[config.mk]
export PLATFORM = sky130hd
export DESIGN_NAME = if_fetch_queue
export DESIGN_NICKNAME = d
export VERILOG_FILES = /design/src/rtl/if_pkg.sv /design/src/rtl/if_fq_fifo.sv /design/src/rtl/if_fetch_queue.sv
export SDC_FILE = /design/constraint.sdc
export NUM_CORES = 1
export LEC_CHECK = 0
export CORE_ASPECT_RATIO = 0.5
export CORE_MARGIN = 2
export CORE_UTILIZATION = 35
export DETAILED_ROUTE_END_ITERATION = 16
export PLACE_DENSITY = 0.65
export SLEW_MARGIN = 0
export SYNTH_ARGS = -nofsm -noshare
export SYNTH_HDL_FRONTEND = slang
export SYNTH_HIERARCHICAL = 1
export SYNTH_SLANG_ARGS = --single-unit
[constraint.sdc]
create_clock -name clk -period 9.25 [get_ports clk]
set_input_delay 0.925 -clock clk [delete_from_list [all_inputs] [get_ports clk]]
set_output_delay 0.925 -clock clk [all_outputs]
set_load 0.01 [all_outputs]
[src/rtl/if_pkg.sv]
// Shared types and constants for the fetch-queue IF stage.
package if_pkg;

    localparam int FQ_XLEN = 32;
    localparam int FQ_ILEN = 32;

    localparam logic [FQ_XLEN-1:0] DEF_RESET_PC = 32'h2000;

    typedef struct packed {
        logic [FQ_XLEN-1:0] pc;
        logic [FQ_ILEN-1:0] inst;
        logic               jump;
    } fq_entry_t;

    function automatic int cnt_width(input int depth);
        return $clog2(depth + 1);
    endfunction

endpackage

[src/rtl/if_fq_fifo.sv]
// Circular FIFO of fetch entries with push, pop, flush and occupancy count.
// DEPTH must be a power of two so the pointers wrap naturally.
module if_fq_fifo
    import if_pkg::*;
#(
    parameter int  DEPTH = 4,
    localparam int PW    = $clog2(DEPTH),
    localparam int CW    = cnt_width(DEPTH)
) (
    input  logic          clk,
    input  logic          rst,
    input  logic          i_flush,
    input  logic          i_push,
    input  fq_entry_t     i_data,
    input  logic          i_pop,
    output fq_entry_t     o_head,
    output logic [CW-1:0] o_count
);

    fq_entry_t     r_mem [DEPTH];
    logic [PW-1:0] r_head;
    logic [PW-1:0] r_tail;
    logic [CW-1:0] r_count;
    logic          w_doPush;
    logic          w_doPop;

    assign w_doPush = i_push;
    assign w_doPop  = i_pop & (r_count != '0);

    always_ff @(posedge clk) begin
        if (rst || i_flush) begin
            r_head  <= '0;
            r_tail  <= '0;
            r_count <= '0;
        end else begin
            if (w_doPush) r_tail <= r_tail + PW'(1);
            if (w_doPop)  r_head <= r_head + PW'(1);
            case ({w_doPush, w_doPop})
                2'b10:   r_count <= r_count + CW'(1);
                2'b01:   r_count <= r_count - CW'(1);
                default: r_count <= r_count;
            endcase
        end
    end

    // Storage carries no reset; only entries between head and tail are ever observed.
    always_ff @(posedge clk) begin
        if (w_doPush && !i_flush && !rst) begin
            r_mem[r_tail] <= i_data;
        end
    end

    assign o_head  = r_mem[r_head];
    assign o_count = r_count;

    pushNeverFull: assert property (@(posedge clk) disable iff (rst)
        (w_doPush && !i_flush && !w_doPop) |-> (r_count < CW'(DEPTH)));

endmodule

[src/rtl/if_fetch_queue.sv]
// Instruction-fetch stage: credit-limited IM issue into a DEPTH-entry fetch queue.
// Optional macro IF_FQ_BYPASS_EN presents a response arriving at an empty queue the same cycle.
module if_fetch_queue
    import if_pkg::*;
#(
    parameter int               XLEN     = FQ_XLEN,
    parameter int               ILEN     = FQ_ILEN,
    parameter int               DEPTH    = 4,
    parameter logic [XLEN-1:0]  RESET_PC = DEF_RESET_PC,
    localparam int              CW       = cnt_width(DEPTH)
) (
    input  logic            clk,
    input  logic            rst,
    output logic [XLEN-1:0] bpu_pc,
    input  logic [XLEN-1:0] bpu_next_pc,
    input  logic            bpu_next_jump,
    input  logic            redirect,
    input  logic [XLEN-1:0] redirect_pc,
    output logic [XLEN-1:0] IM_r_addr,
    output logic            IM_r_en,
    input  logic [ILEN-1:0] IM_r_data,
    output logic [XLEN-1:0] IF_out_pc,
    output logic [ILEN-1:0] IF_out_inst,
    output logic            IF_out_jump,
    output logic            IF_valid,
    input  logic            DC_ready,
    output logic [CW-1:0]   fq_count
);

    logic [XLEN-1:0] r_pc;
    logic            r_inflightV;
    logic [XLEN-1:0] r_inflightPc;
    logic            r_inflightJump;

    logic [XLEN-1:0] w_addr;
    fq_entry_t       w_inEntry;
    fq_entry_t       w_fifoHead;
    fq_entry_t       w_outEntry;
    logic [CW-1:0]   w_fifoCount;
    logic            w_fifoEmpty;
    logic            w_bypass;
    logic            w_show;
    logic            w_ifValid;
    logic            w_popFire;
    logic            w_fifoPop;
    logic            w_push;
    logic [CW:0]     w_occ;
    logic            w_creditOk;
    logic            w_issue;

    assign w_addr      = redirect ? redirect_pc : r_pc;
    assign w_fifoEmpty = (w_fifoCount == '0);
    assign w_inEntry   = '{pc: r_inflightPc, inst: IM_r_data, jump: r_inflightJump};

`ifdef IF_FQ_BYPASS_EN
    assign w_bypass = w_fifoEmpty & r_inflightV & ~redirect & ~rst;
`else
    assign w_bypass = 1'b0;
`endif

    assign w_show     = (~w_fifoEmpty | w_bypass) & ~rst;
    assign w_ifValid  = w_show & ~redirect;
    assign w_popFire  = w_ifValid & DC_ready;
    assign w_fifoPop  = w_popFire & ~w_fifoEmpty;
    // A bypassed entry taken by DC this cycle never enters the queue.
    assign w_push     = r_inflightV & ~redirect & ~(w_bypass & DC_ready);

    // Occupancy the queue will have once the in-flight response lands; a new
    // request is only safe if that still leaves room for its own response.
    assign w_occ      = {1'b0, w_fifoCount} + {{CW{1'b0}}, r_inflightV}
                        - {{CW{1'b0}}, w_popFire};
    assign w_creditOk = (w_occ < (CW+1)'(DEPTH));
    assign w_issue    = ~rst & (redirect | w_creditOk);

    always_ff @(posedge clk) begin
        if (rst) begin
            r_pc           <= RESET_PC;
            r_inflightV    <= 1'b0;
            r_inflightPc   <= '0;
            r_inflightJump <= 1'b0;
        end else if (w_issue) begin
            r_pc           <= bpu_next_pc;
            r_inflightV    <= 1'b1;
            r_inflightPc   <= w_addr;
            r_inflightJump <= bpu_next_jump;
        end else begin
            r_inflightV    <= 1'b0;
        end
    end

    if_fq_fifo #(
        .DEPTH   (DEPTH)
    ) u_fifo (
        .clk     (clk),
        .rst     (rst),
        .i_flush (redirect),
        .i_push  (w_push),
        .i_data  (w_inEntry),
        .i_pop   (w_fifoPop),
        .o_head  (w_fifoHead),
        .o_count (w_fifoCount)
    );

    assign w_outEntry  = w_bypass ? w_inEntry : w_fifoHead;

    assign bpu_pc      = w_addr;
    assign IM_r_addr   = w_addr;
    assign IM_r_en     = w_issue;
    assign IF_valid    = w_ifValid;
    assign IF_out_pc   = w_show ? w_outEntry.pc   : '0;
    assign IF_out_inst = w_show ? w_outEntry.inst : '0;
    assign IF_out_jump = w_show ? w_outEntry.jump : 1'b0;
    assign fq_count    = w_fifoCount;

endmodule
==> impl_metrics.toml, run 1 <==
[outcome]
outcome = "finished clean"

[clock_tree]
clockRootBuffer = "clkbuf_16"
ctsResizeCount = 0
clockBufferDepth = 3
cts_max_level = 1
hold_buffers = 0
clock-sinks = 335
path_clk_slew_ns = 0.06
cts-buffers-inserted = 31
clock_latency_ns = 0.56
cts_tree = "done"
post_cts_buffers = 0

[place]
place_inst = 1524
hpwl_mm = 16.92
place_congestion = 0.7127
port_buffers = 234
pre_cts_ws_ns = 4.284

[route]
wl_per_cell_um = 18.07
drc = 0
routed.top_layer = "met4"
ant_nets = 0
avgViaCountPerCell = 4.619
dr.first_iter.drc_count = 308
vias = 7302
met1Wirelength_mm = 11.53
dr_wl_met3_um = 819
firstDrtPassIters = 4
wl_mm = 28.57
dr_wl_met2_mm = 15.80

[synth]
seq_area_frac_synth_pct = 66.70
ys_warn_count = 6
synthesis.area_um2 = 13960
synth.distinct_cells = 31
postSynthCellCount = 831
ys.flop_type = "edfxtp_1"
postSynth.asyncResetShare_pct = 0
ys_ff_latch = 335
synth_enable_flop_cells = 260
synth_area_leaders = "edfxtp_1 56%, dfxtp_1 11%, mux4_2 10%"
yosys.area.top_type = "edfxtp_1"
synth_nets = 941
avgSynthCellArea_um2 = 16.79
synth_top_area_share_pct = 55.94

[power_and_ir_drop]
powerDensity_nw_per_um2 = 180.2
power.switching_w = 0.0006361
p_int_w = 0.002530
sw_frac_of_total_pct = 20.09
clkPwrFrac_pct = 41.1
p_leak_nw = 6.177
pwr-share-comb_pct = 6.4
ir_worst_vdd_uv = 135.6
power_w = 0.003167
p_seq_share_pct = 52.5

[sta]
worst_slack_ns = 4.376
finClkSkew_ns = 0.01423
maxSlewHeadroom_pct = 27.48
fin_crit_sh_pct = 52.69
slew_violations = 0
tightest_slew_ns = 1.088
fin_tns_setup_ns = 0
rsz0062_at_grt = "false"
period_needed_ns = 4.874
fmax_ghz = 0.2052
setup_viol = 0
hold_viol = 0
fin_hold_ws_ns = 0.4728

[cells_and_area]
fill_cells = 3374
fin_nets = 1137
regArea_um2 = 9316
area.growth.synth_to_final_pct = 25.88
diodes = 0
layout.cells.non_filler = 1581
multi_input_area_um2 = 4090
drive_gt1_share_pct = 16.37

[worst_setup_path]
max_stage_delay_ns = 0.77
cp_top_family = "buffers and inverters"
arrival_ns = 3.95
reg2reg_setup_slack_ns = 5.68
cp_slowest_cell = "buf_4"
start_kind = "input port"
criticalPathCategory = "in -> out"
critPathMaxFanout = 136
cp_cell_sequence = "buf_2 > buf_4 > nor3_1 > and2_1 > ha_1 > inv_1 > ha_1 > and3b_1 > o211ai_1 > o211ai_4 > nor2b_1 > clkdlybuf4s50_1"
r2r_cells = 12
crit_top_cell = "ha_1"
crit_start = "rst"
crit_cells = 12
path_buf_inv = 4
rr_startpoint = "u_fifo/o_count[2]$_SDFFE_PP0P_"
cp.required_ns = 8.33
end_kind = "primary output"

[floorplan]
ioPinCount = 235
die_x_um = 286.4
start_util_pct = 35.68
die_area_um2 = 41580
rows = 51
core_area_um2 = 39120
die_y_um = 145.2

[global_routing]
antenna_found_initial = 0
grt-ovfl-total = 0
grt_use_total_pct = 13.78
first_global_vias = 8053
grt_pass1_wl_mm = 45.10
grt_max_degree = 137

[min_path]
hold_class = "reg -> reg"
hold_depth = 2
worstHoldStart = "r_pc[17]$_SDFFE_PP0P_"

[job]
drv_cap = 0
==> cell usage in the layout, fill, tap and decap left out, types with 31 or more instances in the layout <==
cell type / Yosys / final
clkbuf_16: 0 / 31
nand2b_1: 128 / 128
dfxtp_1: 75 / 73
mux2_2: 32 / 32
clkdlybuf4s50_1: 0 / 232
mux4_2: 65 / 65
edfxtp_1: 260 / 260
mux2i_1: 66 / 66
and2_1: 67 / 67
==> area by class of cell <==
class	instances	area share (%)
Sequential cell	335	53.03
Timing Repair Buffer	243	13.66
Tap cell	530	3.775
Multi-Input combinational cell	405	23.28
Clock inverter	20	1.189
Inverter	11	0.2350
Clock buffer	37	4.829
==> registers in the layout, indices dropped and copies added (netlist names), named ones only <==
register        flops
r_inflightV         1
u_fifo/r_mem      260
u_fifo/o_count      3
u_fifo/r_tail       2
u_fifo/r_head       2
r_inflightPc       32
r_inflightJump      1
r_pc               32
==> tightest hold or removal path: cells and delay by family, from the launching register on <==
family | cells | cell delay [ns]
AND/OR/NAND/NOR | 1 | 0.06
multiplexers | 1 | 0.05
flip-flops | 1 | 0.31
==> synth_stat cells, types with 8 or more instances <==
master,count
and2_1,67
nand2b_1,128
buf_4,34
mux4_2,65
edfxtp_1,260
clkbuf_1,24
buf_2,10
mux2_2,32
inv_1,11
mux2i_1,66
ha_1,8
dfxtp_1,75
nor2_1,13
==> power groups by stage <==
stage	Combinational (W)	Clock, W	Sequential [W]
after global placement	0.000202	0	0.00169
after global routing	0.000219	0.00140	0.00166
after CTS	0.000207	0.00134	0.00166
after detailed placement	0.000206	0	0.00169
final	0.000203	0.00130	0.00166
after floorplan	0.000100	0	0.00169
==> metrics by stage <==
| stage | util [%] | instance area [µm²] |
|---|---|---|
| after floorplan | - | 13960 |
| after global placement | 42.21 | 16510 |
| after detailed placement | 42.21 | 16510 |
| after CTS | 44.91 | 17570 |
| after global routing | 44.91 | 17570 |
| final | 44.91 | 17570 |
==> final timing paths <==
kind | to
min reg2reg | r_pc[17]$_SDFFE_PP0P_
max reg2reg | r_inflightPc[4]$_SDFFE_PP0P_
max | IM_r_en
min | r_pc[17]$_SDFFE_PP0P_
==> cells by family after synthesis <==
family / synth area share (%)
DFF: 66.70
and+or+nand+nor: 9.629
muxes: 17.81
buffers and inverters: 4.250
adders and majority gates: 0.8607
AOI/OAI and AO/OA: 0.3765
xor gates and xnor gates: 0.3766
==> routing by layer <==
metal  vias to the layer above  global-route usage [%]
met5                         -                       0
met4                         0                   2.513
met3                        37                   2.186
met2                        96                   26.34
met1                      3736                   16.31
li1                       3433                       -
Note: power is estimated with default switching activity, not from simulation.
==> run 2: changes to the inputs <==
PLACE_DENSITY = 0.67   (was 0.65)
clock period = 4.2 ns   (was 9.25 ns; I/O delays follow)
==> impl_metrics.toml, run 2 (synthesized netlist as in run 1, its figures left out) <==
[route]
vias = 7394
wl_mm = 29.35
avgViaCountPerCell = 4.662
wl_per_cell_um = 18.51
drc = 0
firstDrtPassIters = 4
ant_nets = 0
dr.first_iter.drc_count = 252

[sta]
maxSlewHeadroom_pct = 26.86
fin_crit_sh_pct = 90.89
hold_viol = 0
fin_hold_ws_ns = 0.4148
fmax_ghz = 0.2620
period_needed_ns = 3.817
slew_violations = 0
fin_tns_setup_ns = 0
rsz0062_at_grt = "false"
finClkSkew_ns = 0.01462
tightest_slew_ns = 1.097
setup_viol = 0

[clock_tree]
clock_latency_ns = 0.58
clock-sinks = 335
clockRootBuffer = "clkbuf_16"
hold_buffers = 0
cts-buffers-inserted = 31
cts_max_level = 1
clockBufferDepth = 3
ctsResizeCount = 0
post_cts_buffers = 0
path_clk_slew_ns = 0.07
cts_tree = "done"

[worst_setup_path]
cp.required_ns = 3.78
rr_startpoint = "u_fifo/o_count[2]$_SDFFE_PP0P_"
arrival_ns = 3.40
cp_slowest_cell = "clkdlybuf4s50_1"
cp_top_family = "simple AND/OR/NAND/NOR gates"
start_kind = "flop"
path_buf_inv = 2
critPathMaxFanout = 8
r2r_end = "r_inflightPc[28]$_SDFFE_PP0P_"
criticalPathCategory = "reg -> out"
r2r_cells = 12
reg2reg_setup_slack_ns = 0.67
max_stage_delay_ns = 0.49
end_kind = "primary output"
cp_cell_sequence = "nor3_1 > nor3_1 > and2_1 > ha_1 > inv_1 > ha_1 > and3b_1 > o211ai_1 > o211ai_4 > nor2b_1 > clkdlybuf4s50_1"

[cells_and_area]
largestRegisters = "u_fifo/r_mem: 260 flops, r_inflightPc: 32 flops, r_pc: 32 flops"
largest_reg_flops = 260
drive_gt1_share_pct = 16.21
mostFrequentLayoutCells = "260 x edfxtp_1, 232 x clkdlybuf4s50_1, 128 x nand2b_1"
final_common_cell = "edfxtp_1"
fin_nets = 1140
area.growth.synth_to_final_pct = 26.39
regMostFlops = "u_fifo/r_mem"

[floorplan]
die_x_um = 286.4
start_util_pct = 35.68
rows = 51
die_y_um = 145.2
die_area_um2 = 41580
ioPinCount = 235
core_area_um2 = 39120

[global_routing]
grt_use_total_pct = 14.09
antenna_found_initial = 1
first_global_vias = 8093
grt-ovfl-total = 0
grt_max_degree = 86
grt_pass1_wl_mm = 46.04

[outcome]
outcome = "finished clean"

[job]
drv_cap = 0

[power_and_ir_drop]
p_leak_nw = 6.184
ir_worst_vdd_uv = 200.9
powerDensity_nw_per_um2 = 393.8

[min_path]
hold_depth = 3
hold_class = "in -> reg"
worstHoldStart = "rst"
whs_endpoint = "r_inflightV$_SDFF_PP0_"

[place]
port_buffers = 234
place_congestion = 0.7313
hpwl_mm = 17.45
run 2: per-stage QoR:
step                      power, W  area [µm²]  setup slack [ns]  cells  util, %
after floorplan           0.003943       13960             1.019    831        -
after global placement    0.004172       16600            0.7309   1527    42.43
after detailed placement  0.004187       16600            0.6519   1527    42.43
after CTS                 0.007046       17640            0.3561   1585    45.09
after global routing      0.007211       17640            0.2158   1586    45.09
final                     0.006947       17640            0.3825   1586    45.09
run 2: worst max path at each step:
| stage | startpoint | endpoint | slack, ns | depth (start not counted) |
|---|---|---|---|---|
| finish | u_fifo/o_count[2]$_SDFFE_PP0P_ | IM_r_en | 0.38 | 11 |
| detailed placement | DC_ready | r_pc[27]$_SDFFE_PP0P_ | 0.65 | 11 |
| CTS | u_fifo/o_count[2]$_SDFFE_PP0P_ | IM_r_en | 0.36 | 11 |
| global route | u_fifo/o_count[2]$_SDFFE_PP0P_ | IM_r_en | 0.22 | 11 |
| floorplan | redirect | u_fifo/r_mem[0][0]$_DFFE_PP_ | 1.02 | 4 |
| global placement | DC_ready | r_inflightPc[28]$_SDFFE_PP0P_ | 0.73 | 10 |
run 2: tightest hold or removal path, delay by kind of cell:
family	cells	cell delay [ns]
and+or+nand+nor	1	0.15
buffers and inverters	2	0.37
run 2: where the power goes:
group / internal [W] / switching [W] / total (W)
clock: 0.00162 / 0.00122 / 0.00284
combinational: 0.000266 / 0.000181 / 0.000447
sequential: 0.00362 / 0.0000376 / 0.00366
run 2: cell type report:
type	count	area, µm²
fill	3369	21480
sequential	335	9316
multi-input combinational	405	4090
timing repair buffer	246	2485
clock buffer	44	894.6
tap	530	663.1
clock inverter	14	146.4
inverter	11	41.29
antenna	1	2.502
run 2: layer usage:
metal,wire (µm),up-vias,global-route usage (%)
met4,566,0,3.089
met5,0,-,0
met1,11790,3809,16.55
met2,16160,106,26.86
met3,841,42,2.233
li1,-,3437,-
